File: src/rtl/reg_bank_alu.sv
// Register-transfer datapath: 16-entry address space with R0-R9, operand/output registers and a
// combinational 16-bit ALU whose operands and result are mapped into that space.
module reg_bank_alu (
  input  logic        clk,
  input  logic        rst_n,
  input  logic [3:0]  from_addr_i,
  input  logic [3:0]  to_addr_i,
  input  logic        enable_i,
  input  logic [15:0] input_reg_i,
  input  logic [15:0] operation_i,
  output logic [15:0] alu_x_o,
  output logic [15:0] alu_y_o,
  output logic [15:0] alu_ans_o,
  output logic [15:0] out_reg_o
);

  localparam logic [3:0] AddrIn  = 4'hA;
  localparam logic [3:0] AddrX   = 4'hB;
  localparam logic [3:0] AddrY   = 4'hC;
  localparam logic [3:0] AddrAns = 4'hD;
  localparam logic [3:0] AddrOut = 4'hE;

  logic [15:0] gp_q [10];
  logic [15:0] gp_d [10];
  logic [15:0] x_q, x_d;
  logic [15:0] y_q, y_d;
  logic [15:0] out_q, out_d;
  logic [15:0] alu_ans;
  logic [15:0] src;

  // Only operation[2:0] is decoded.
  logic unused_op;
  assign unused_op = ^operation_i[15:3];

  always_comb begin
    alu_ans = '0;
    unique case (operation_i[2:0])
      3'd0: alu_ans = x_q + y_q;
      3'd1: alu_ans = x_q - y_q;
      3'd2: alu_ans = x_q & y_q;
      3'd3: alu_ans = x_q | y_q;
      3'd4: alu_ans = x_q ^ y_q;
      3'd5: alu_ans = ~x_q;
      3'd6: alu_ans = {x_q[14:0], 1'b0};
      3'd7: alu_ans = {1'b0, x_q[15:1]};
      default: alu_ans = '0;
    endcase
  end

  always_comb begin
    src = '0;
    for (int i = 0; i < 10; i++) begin
      if (from_addr_i == 4'(i)) src = gp_q[i];
    end
    case (from_addr_i)
      AddrIn:  src = input_reg_i;
      AddrX:   src = x_q;
      AddrY:   src = y_q;
      AddrAns: src = alu_ans;
      AddrOut: src = out_q;
      default: ;
    endcase
  end

  // Destinations 0xA, 0xD and 0xF match nothing below, so such writes are dropped.
  always_comb begin
    gp_d  = gp_q;
    x_d   = x_q;
    y_d   = y_q;
    out_d = out_q;
    if (enable_i) begin
      for (int i = 0; i < 10; i++) begin
        if (to_addr_i == 4'(i)) gp_d[i] = src;
      end
      if (to_addr_i == AddrX)   x_d   = src;
      if (to_addr_i == AddrY)   y_d   = src;
      if (to_addr_i == AddrOut) out_d = src;
    end
  end

  always_ff @(posedge clk or negedge rst_n) begin
    if (!rst_n) begin
      for (int i = 0; i < 10; i++) gp_q[i] <= '0;
      x_q   <= '0;
      y_q   <= '0;
      out_q <= '0;
    end else begin
      for (int i = 0; i < 10; i++) gp_q[i] <= gp_d[i];
      x_q   <= x_d;
      y_q   <= y_d;
      out_q <= out_d;
    end
  end

  assign alu_x_o   = x_q;
  assign alu_y_o   = y_q;
  assign alu_ans_o = alu_ans;
  assign out_reg_o = out_q;

endmodule

File: config.mk
export PLATFORM = sky130hd
export DESIGN_NAME = reg_bank_alu
export DESIGN_NICKNAME = d
export VERILOG_FILES = /design/src/rtl/reg_bank_alu.sv
export SDC_FILE = /design/constraint.sdc
export NUM_CORES = 1
export LEC_CHECK = 0
export BUFFER_PORTS_ARGS = -buffer_cell sky130_fd_sc_hd__buf_2
export CAP_MARGIN = 20
export CORE_ASPECT_RATIO = 1.5
export CORE_MARGIN = 5
export CORE_UTILIZATION = 50
export DETAILED_ROUTE_END_ITERATION = 12
export HOLD_SLACK_MARGIN = 0.1
export PLACE_DENSITY = 0.71
export RECOVER_POWER = 25
export SKIP_CTS_REPAIR_TIMING = 1
export SYNTH_ARGS = -nofsm -noshare
export SYNTH_HDL_FRONTEND = slang
export SYNTH_SLANG_ARGS = --single-unit
export TNS_END_PERCENT = 100
File: constraint.sdc
create_clock -name clk -period 3.7 [get_ports clk]
set_input_delay 0.185 -clock clk [delete_from_list [all_inputs] [get_ports clk]]
set_output_delay 0.185 -clock clk [all_outputs]
set_load 0.05 [all_outputs]
==> run summary, run 1 <==
The run finished, with violations left. The final estimated routing congestion in global placement is 1.026. STA classifies the critical path endpoint as an output pin. The least setup slack across all paths after layout is -126.3 ps. The tree is rooted in a sky130_fd_sc_hd__clkbuf_16. The via density per instance came out at 6.311. In the final routed layout, each cell accounts on average for 24.29 um.

By area the synthesized netlist is led by sky130_fd_sc_hd__dfrtp_1, sky130_fd_sc_hd__mux2_2, sky130_fd_sc_hd__o21ai_0, sky130_fd_sc_hd__nand2_1, sky130_fd_sc_hd__ha_1. The critical path class is reg -> out. The combined buffer and inverter count along the critical path is 5. The placeable core region came out at 25140 um^2.

Clock tree synthesis inserted a total of 19 buffers. The number of pins exceeding their max-slew limit in the final report is 90. The initial antenna violation count is 1. The layout has 2178 filler cells. The post-synth net total is 1457. The maximum number of pins on one net before global-route repair is 90. The critical path goes through nor4_1 -> buf_4 -> buf_6 -> and4_4 -> buf_6 -> buf_6 -> a21oi_4 -> xnor2_2 -> ha_1 -> o21ai_2 -> nor2_2 -> nand4_1 -> o211ai_1 -> a21oi_2 -> xor2_1 -> o21ai_2 -> buf_6.

After detailed routing, the number of remaining DRC violations is 0. The sum of negative setup slack came out at -402.4 ps. Across the run, the number of max-cap violations was 1.

The worst path in the final design needs a cycle of 3826 ps, including I/O delays and setup. Relative to the synthesized area, the layout overhead comes to 18.10%. After global routing the overflow that remains totals 0. The analysis attributes to cell leakage a power of 6.857 nW.

Of all cell types, the one taking the most synthesized area is sky130_fd_sc_hd__dfrtp_1. The wire length of the first global-routing pass came out at 67.32 mm. The unique cell type count in the Yosys netlist came out at 81. The number of synthesized register bits is 208. The net count of the finished layout is 1593. The total number of H-tree levels came out at 1.

Yosys printed 0 warnings. The final reports fail on max-capacitance violations, max-slew violations, negative setup slack. The share of total power dissipated in sequential elements is 0.335.

The relative slew slack came out at -0.5142. The via count of the first global-routing pass came out at 11410. The maximum vdd ir drop came out at 348.6 uV. Detailed placement ended at an HPWL of 32.67 mm. The hold violation count in the final report came out at 0. The clock transition at the registers of the reported paths is 60 ps. The largest buffer count on any clock path is 3. The chip width came out at 140.3 um. The transition at the pin with the smallest max-transition slack came out at 2271 ps. The number of synthesized flops with an enable pin came out at 0. Setup repair after global routing could not meet its margin everywhere. Grouping stages by cell kind, the critical path spends the most delay in simple AND/OR/NAND/NOR gates. The power density over the cells is 608.3 nW/um^2. The average cell area after synthesis is 9.330 um^2. For this block, the via count after detailed routing is 11630. In this run the core area contains 71 standard-cell rows. The count of input and output buffers came out at 93. The synthesized area is 12740 um^2. The highest clock rate is 0.2614 GHz. The data required time at the worst endpoint is 3510 ps. The non-filler instance count after layout is 1842.

The violation count after the first detailed-routing iteration is 982. The share of final-layout standard cells stronger than drive strength 1 is 0.2822. The share of the synthesized area in the top cell type came out at 0.4087. The clock insertion delay at the later pin of the skew report is 490 ps.

The most numerous cell type found on the critical path is sky130_fd_sc_hd__buf_6. STA puts the critical path data arrival time at 3640 ps. The fraction of power spent switching nets is 0.4007.

During I/O placement, the number of pins put on the boundary was 107. Ranked by instance count, the synthesized netlist is headed by sky130_fd_sc_hd__dfrtp_1, sky130_fd_sc_hd__nand2_1, sky130_fd_sc_hd__o21ai_0. The number of placed instances, taps included, is 1792. The detail route stage leaves a number of antenna-violating nets equal to 0. Of the synthesized area, sequential elements account for 0.4087. The total wire length is 44.75 mm. Dividing the final minimum period by the clock period gives 1.034.

The total design power came out at 0.009150 W. Internal power comes to 0.005483 W. The post-synthesis async set-or-reset flop share came out at 1.000.

The switching power is 0.003667 W. The number of instances in the synthesized netlist is 1365. By instance count, the leading cell after synthesis is sky130_fd_sc_hd__dfrtp_1.

The clock net sink count is 208. The CTS tree is yes. The most used flip-flop cell after synthesis is sky130_fd_sc_hd__dfrtp_1. The combinational fraction of design power is 0.444. The initial utilization of the core area, before any placement, comes to 0.5066. The largest individual stage delay along the critical path comes from the cell sky130_fd_sc_hd__dfrtp_1. The final worst hold slack is 346.2 ps. The highest net fanout along the worst path came out at 2. The detailed-routing iteration count for the pre-antenna-repair pass came out at 5. The number of endpoints failing setup at the final stage came out at 7.

In the global route stage, overall resource usage came out at 0.3030. STA classifies the critical path startpoint as a flip-flop. The reg-to-reg setup timing slack came out at 80 ps. The maximum single-stage delay on the critical path is 380 ps. The die height is 205.5 um. The path category of the worst min-delay check is in -> reg. The floorplan step defined a die boundary enclosing 28830 um^2. Across the routed clock network, the largest skew measured is 9.743 ps. The clock share of power is 0.221.
## cells by family (layout without fill, tap and decap cells)
family | count (synthesis) | in the layout | share of synthesized area
AO/OA/AOI/OAI | 436 | 436 | 0.2160
AND/OR/NAND/NOR | 361 | 361 | 0.1236
flip-flops | 208 | 208 | 0.4087
buffers and inverters | 148 | 296 | 0.05462
multiplexers | 141 | 141 | 0.1332
adder cells (fa/ha/maj) | 49 | 49 | 0.04873
XOR/XNOR | 22 | 22 | 0.01513
other | 0 | 1 | 0
## registers in the layout, summed over array words and instances, names as in the netlist
register	count
alu_x_o	16
gp_q	160
alu_y_o	16
out_reg_o	16
## worst register-to-register path, stage by stage, from the launching register on
cell	delay, ps
sky130_fd_sc_hd__dfrtp_1	380
sky130_fd_sc_hd__nor4_1	280
sky130_fd_sc_hd__buf_4	170
sky130_fd_sc_hd__buf_6	90
sky130_fd_sc_hd__and4_4	220
sky130_fd_sc_hd__buf_6	110
sky130_fd_sc_hd__a31oi_1	90
sky130_fd_sc_hd__xnor2_1	140
sky130_fd_sc_hd__ha_1	320
sky130_fd_sc_hd__buf_6	140
sky130_fd_sc_hd__and3_4	200
sky130_fd_sc_hd__o211ai_1	130
sky130_fd_sc_hd__o31ai_2	300
sky130_fd_sc_hd__buf_4	170
sky130_fd_sc_hd__mux2i_1	240
sky130_fd_sc_hd__o21ai_0	120
sky130_fd_sc_hd__buf_4	220
sky130_fd_sc_hd__o21ai_0	200
## power groups by stage
stage | Clock (W) | Combinational [W] | Sequential [W]
4_1_cts | 0.00204 | 0.00367 | 0.00305
6_report | 0.00202 | 0.00407 | 0.00306
3_5_place_dp | 0 | 0.00365 | 0.00309
3_3_place_gp | 0 | 0.00358 | 0.00307
5_1_grt | 0.00212 | 0.00434 | 0.00311
2_1_floorplan | 0 | 0.00204 | 0.00340
## cell usage in the layout, fill, tap and decap left out, types with 32 or more instances in the layout
| cell type | netlist | routed |
|---|---|---|
| sky130_fd_sc_hd__nor2_1 | 84 | 81 |
| sky130_fd_sc_hd__a21oi_1 | 79 | 71 |
| sky130_fd_sc_hd__buf_4 | 7 | 115 |
| sky130_fd_sc_hd__buf_2 | 31 | 81 |
| sky130_fd_sc_hd__dfrtp_1 | 208 | 208 |
| sky130_fd_sc_hd__mux2_2 | 94 | 93 |
| sky130_fd_sc_hd__o21ai_0 | 168 | 154 |
| sky130_fd_sc_hd__ha_1 | 48 | 43 |
| sky130_fd_sc_hd__mux2i_1 | 33 | 32 |
| sky130_fd_sc_hd__inv_1 | 41 | 40 |
| sky130_fd_sc_hd__nand2_1 | 190 | 187 |
## routing by layer
metal,GRT usage,routed length [um],vias up
li1,-,-,5210
met1,0.3457,15830,5681
met3,0.03743,2957,181
met5,0,7,-
met4,0.2265,3716,2
met2,0.5176,22230,551
## area by class of cell
cell class	instances	area [um^2]	share of cell area
diodes	1	2.502	0.0001664
clock buffers	26	541.8	0.03602
clock inverters	7	91.34	0.006073
inverters	46	172.7	0.01148
multi-input cells	1009	7127	0.4738
flip-flops and latches	208	5205	0.3461
well taps	328	410.4	0.02729
repair buffers	217	1490	0.09908
## stage by stage
| stage | util | area, um^2 | setup slack (ps) |
|---|---|---|---|
| finish | 0.5983 | 15040 | -126.3 |
| global route | 0.5982 | 15040 | -201.4 |
| CTS | 0.5816 | 14620 | -468.8 |
| detailed placement | 0.5565 | 13990 | -211.7 |
| global placement | 0.5565 | 13990 | -79.96 |
| floorplan | - | 12790 | -324.7 |
## path summary, 6_finish.rpt
check,start,to,cells past startpoint
setup / recovery,alu_y_o[3],alu_ans_o[13],17
hold / removal,input_reg_i[11],alu_y_o[11],6
setup reg to reg,alu_y_o[3],gp_q[78],17
hold reg to reg,gp_q[113],gp_q[113],2
max in group asynchronous,rst_n,gp_q[155],3
min in group asynchronous,rst_n,gp_q[19],2
No activity file was read; power rests on OpenSTA's default activity.
==> run 2, diff against run 1 <==
CAP_MARGIN = 0   (was 20)
PLACE_DENSITY = 0.83   (was 0.71)
==> run 2 against run 1 <==
The flow still finishes with violations (max-capacitance violations, max-slew violations, negative setup slack). Register-to-register slack lost 50 ps. First-iteration DRC count grew 17%. Fmax shrank 0.34%. Critical endpoint is now alu_ans_o[10]. Largest cell class unchanged. Largest power group unchanged.
==> run summary, run 2 (synthesized netlist as in run 1, its figures left out) <==
The highest net fanout along the worst path came out at 4 (+2). The clock insertion delay at the later pin of the skew report was 490 ps (about the same). The wire length of the first global-routing pass was 67.17 mm (-0.23%).

The worst-path cell with the longest stage delay is sky130_fd_sc_hd__o32a_1. The number of cells after detailed placement is 1781 (-0.61%). The combined buffer and inverter count along the critical path came out at 4 (-1). The remaining number of nets flagged by the antenna check after routing is 0 (unchanged). The overall routing resource usage came out at 0.3004 (-0.002594). Setup repair after global routing could not meet its margin everywhere. The library cell appearing most often on the critical path is sky130_fd_sc_hd__buf_6.

The total number of H-tree levels is 1 (unchanged). The largest clock skew in the final design is 23.12 ps (+13.37 ps). The residual overflow from global routing came out at 0 (unchanged).

Walking the worst path, the cells encountered are nor4_2 -> buf_4 -> and4_4 -> nor2_4 -> xnor2_2 -> ha_4 -> or3_4 -> o32a_1 -> buf_6 -> buf_6 -> a311oi_4 -> buf_6. The number of top-level design ports came out at 107 (unchanged). The data required time at the worst endpoint is 3510 ps (about the same). The number of vias after detailed routing was 11850 (+1.9%).

The starting density of the core is 0.5066 (unchanged). The remaining routing DRC violations was 0 (unchanged). The least setup slack across all paths after layout is -139.3 ps (-12.96 ps). The worst setup path is launched from a flip-flop.

The path class of the tightest hold or removal check is in -> reg. The maximum single-stage delay on the critical path is 450 ps (+70 ps). The reported max-cap violation count is 1 (unchanged).

The critical path in this run is classified as reg -> out. The final estimated routing congestion in global placement came out at 1.033 (+0.66%). Compared with the post-synthesis result, the final layout area differs by 18.39%. The share of the cycle needed by the critical path after routing came out at 1.038 (+0.003502). The transition at the pin with the smallest max-transition slack came out at 3071 ps (+799.6 ps). The placeable core region came out at 25140 um^2 (unchanged).

The number of buffers created by CTS is 18 (-1). The via count of the first global-routing pass is 11430 (+0.17%). The highest clock rate is 0.2605 GHz (-0.34%). The number of pins exceeding their max-slew limit in the final report came to 119 (+32%). The maximum vdd ir drop is 468.6 uV (+34%). The final design utilization came out at 0.5998 (+0.001493). The power density over the cells was 602.3 nW/um^2 (-0.99%). The clock net sink count is 208 (unchanged). The count of input and output buffers is 93 (unchanged). The reg-to-reg setup timing slack was 30 ps (-50 ps). The number of endpoints failing setup at the final stage came to 5 (-2). The library cell used most frequently in the layout, excluding fill and tap cells, is sky130_fd_sc_hd__dfrtp_1.

The detailed-routing iteration count for the pre-antenna-repair pass was 5 (unchanged). The clock transition at the registers of the reported paths is 60 ps (about the same). The largest buffer count on any clock path came to 3 (unchanged). The maximum number of pins on one net before global-route repair is 120 (+33%). TritonCTS built the clock tree. Clock tree synthesis selected as its root buffer the cell sky130_fd_sc_hd__clkbuf_16. The share of final-layout standard cells stronger than drive strength 1 is 0.2817 (-0.0004932). The hold violation count in the final report came to 0 (unchanged).

The placed wire-length estimate was 32.03 mm (-2.0%). The net count of the finished layout is 1587 (-0.38%). The non-filler instance count after layout is 1835 (-0.38%). The relative slew slack came out at -1.047 (-0.5331).

The final reports fail on max-capacitance violations, max-slew violations, negative setup slack. More flip-flops sit in one register than any other, and that register is gp_q. The sort of element at the end of the critical path is an output pin.

The post-place setup slack is -126.9 ps (+84.82 ps). The via density per instance came out at 6.457 (+2.3%). The die height came out at 205.5 um (unchanged). The family of cells with the greatest summed delay on the critical path is simple AND/OR/NAND/NOR gates. The total design power came out at 0.009081 W (-0.75%). The leakage power came out at 6.843 nW (-0.20%). The signal arrival time at the worst endpoint came out at 3650 ps (about the same). The final worst hold slack came out at 363.2 ps (+16.96 ps).

The area of the die is 28830 um^2 (unchanged). The flow ran to the end, but the final reports show violations. The standard-cell row count came out at 71 (unchanged). The chip width is 140.3 um (unchanged). The initial antenna violation count is 3 (+2). The flip-flop count of the largest register after layout is 160 (unchanged). The number of fillers in the final layout is 2074 (-4.8%). The clock period minus final worst setup slack was 3839 ps (+12.96 ps). The violation count after the first detailed-routing iteration was 1145 (+17%). The library cells used most frequently in the layout, excluding fill and tap cells, are sky130_fd_sc_hd__dfrtp_1, sky130_fd_sc_hd__nand2_1, sky130_fd_sc_hd__o21ai_0, sky130_fd_sc_hd__buf_4, sky130_fd_sc_hd__mux2_2.

The wire length per cell after detailed routing came out at 24.76 um (+1.9%). The total wire length came to 45.44 mm (+1.6%).
-- run 2: changes by cell type in the layout (fill, tap and decap cells not counted), sizes merged --
cell and delta:
clkinv -3, a211o +1, buf -3, diode +1, bufinv -2, inv -1
-- run 2: final cells by class --
| cell class | count | area, um^2 | share of cell area |
|---|---|---|---|
| Tap cell | 328 | 410.4 | 0.02722 |
| Inverter | 46 | 172.7 | 0.01145 |
| Timing Repair Buffer | 211 | 1495 | 0.09916 |
| Clock buffer | 29 | 553.0 | 0.03668 |
| Sequential cell | 208 | 5205 | 0.3452 |
| Multi-Input combinational cell | 1010 | 7232 | 0.4796 |
| Antenna cell | 2 | 5.005 | 0.0003319 |
| Clock inverter | 1 | 5.005 | 0.0003319 |
-- run 2: path summary, 6_finish.rpt --
check                               startpoint       endpoint  cells past startpoint
worst max-delay path                alu_y_o[3]  alu_ans_o[10]                     12
worst min register to register       gp_q[158]      gp_q[158]                      2
min in group asynchronous                rst_n      gp_q[115]                      2
max in group asynchronous                rst_n       gp_q[13]                      2
worst max register to register      alu_y_o[3]       gp_q[92]                     16
worst min-delay path            input_reg_i[5]     alu_y_o[5]                      5
-- run 2: metal layers --
metal  GRT usage  part of all wire  up-vias  wire (um)
met5           0           0.00055        -         25
met3     0.04487             0.083      231       3754
met1      0.3395              0.34     5680      15450
li1            -                 -     5203          -
met2      0.5089              0.49      731      22230
met4      0.2292             0.088        4       3982
-- run 2: stage by stage --
step	setup TNS (ps)	area [um^2]
2_1_floorplan	-5061	12790
3_3_place_gp	-1107	13930
3_5_place_dp	-1536	13930
4_1_cts	-6534	14490
5_1_grt	-3041	15080
6_report	-407.2	15080
-- run 2: worst reg2reg max path, cell delays in order (launching register included) --
cell                        delay [ps]
sky130_fd_sc_hd__dfrtp_1           380
sky130_fd_sc_hd__nor4_2            260
sky130_fd_sc_hd__buf_4             170
sky130_fd_sc_hd__and4_4            290
sky130_fd_sc_hd__a31oi_4           120
sky130_fd_sc_hd__xnor2_2           150
sky130_fd_sc_hd__ha_1              340
sky130_fd_sc_hd__buf_6             140
sky130_fd_sc_hd__and3_4            200
sky130_fd_sc_hd__o211ai_1          150
sky130_fd_sc_hd__o221ai_2          250
sky130_fd_sc_hd__xnor2_2           110
sky130_fd_sc_hd__buf_4             150
sky130_fd_sc_hd__a2111oi_4         390
sky130_fd_sc_hd__buf_4             190
sky130_fd_sc_hd__buf_8             140
sky130_fd_sc_hd__o21ai_1            80
-- run 2: where the power goes --
group,leakage [nW],internal [W],switching (W)
combinational,3.81,0.00164,0.00254
clock,0.274,0.00102,0.000806
sequential,2.76,0.00273,0.000351
total,6.84,0.00538,0.00370
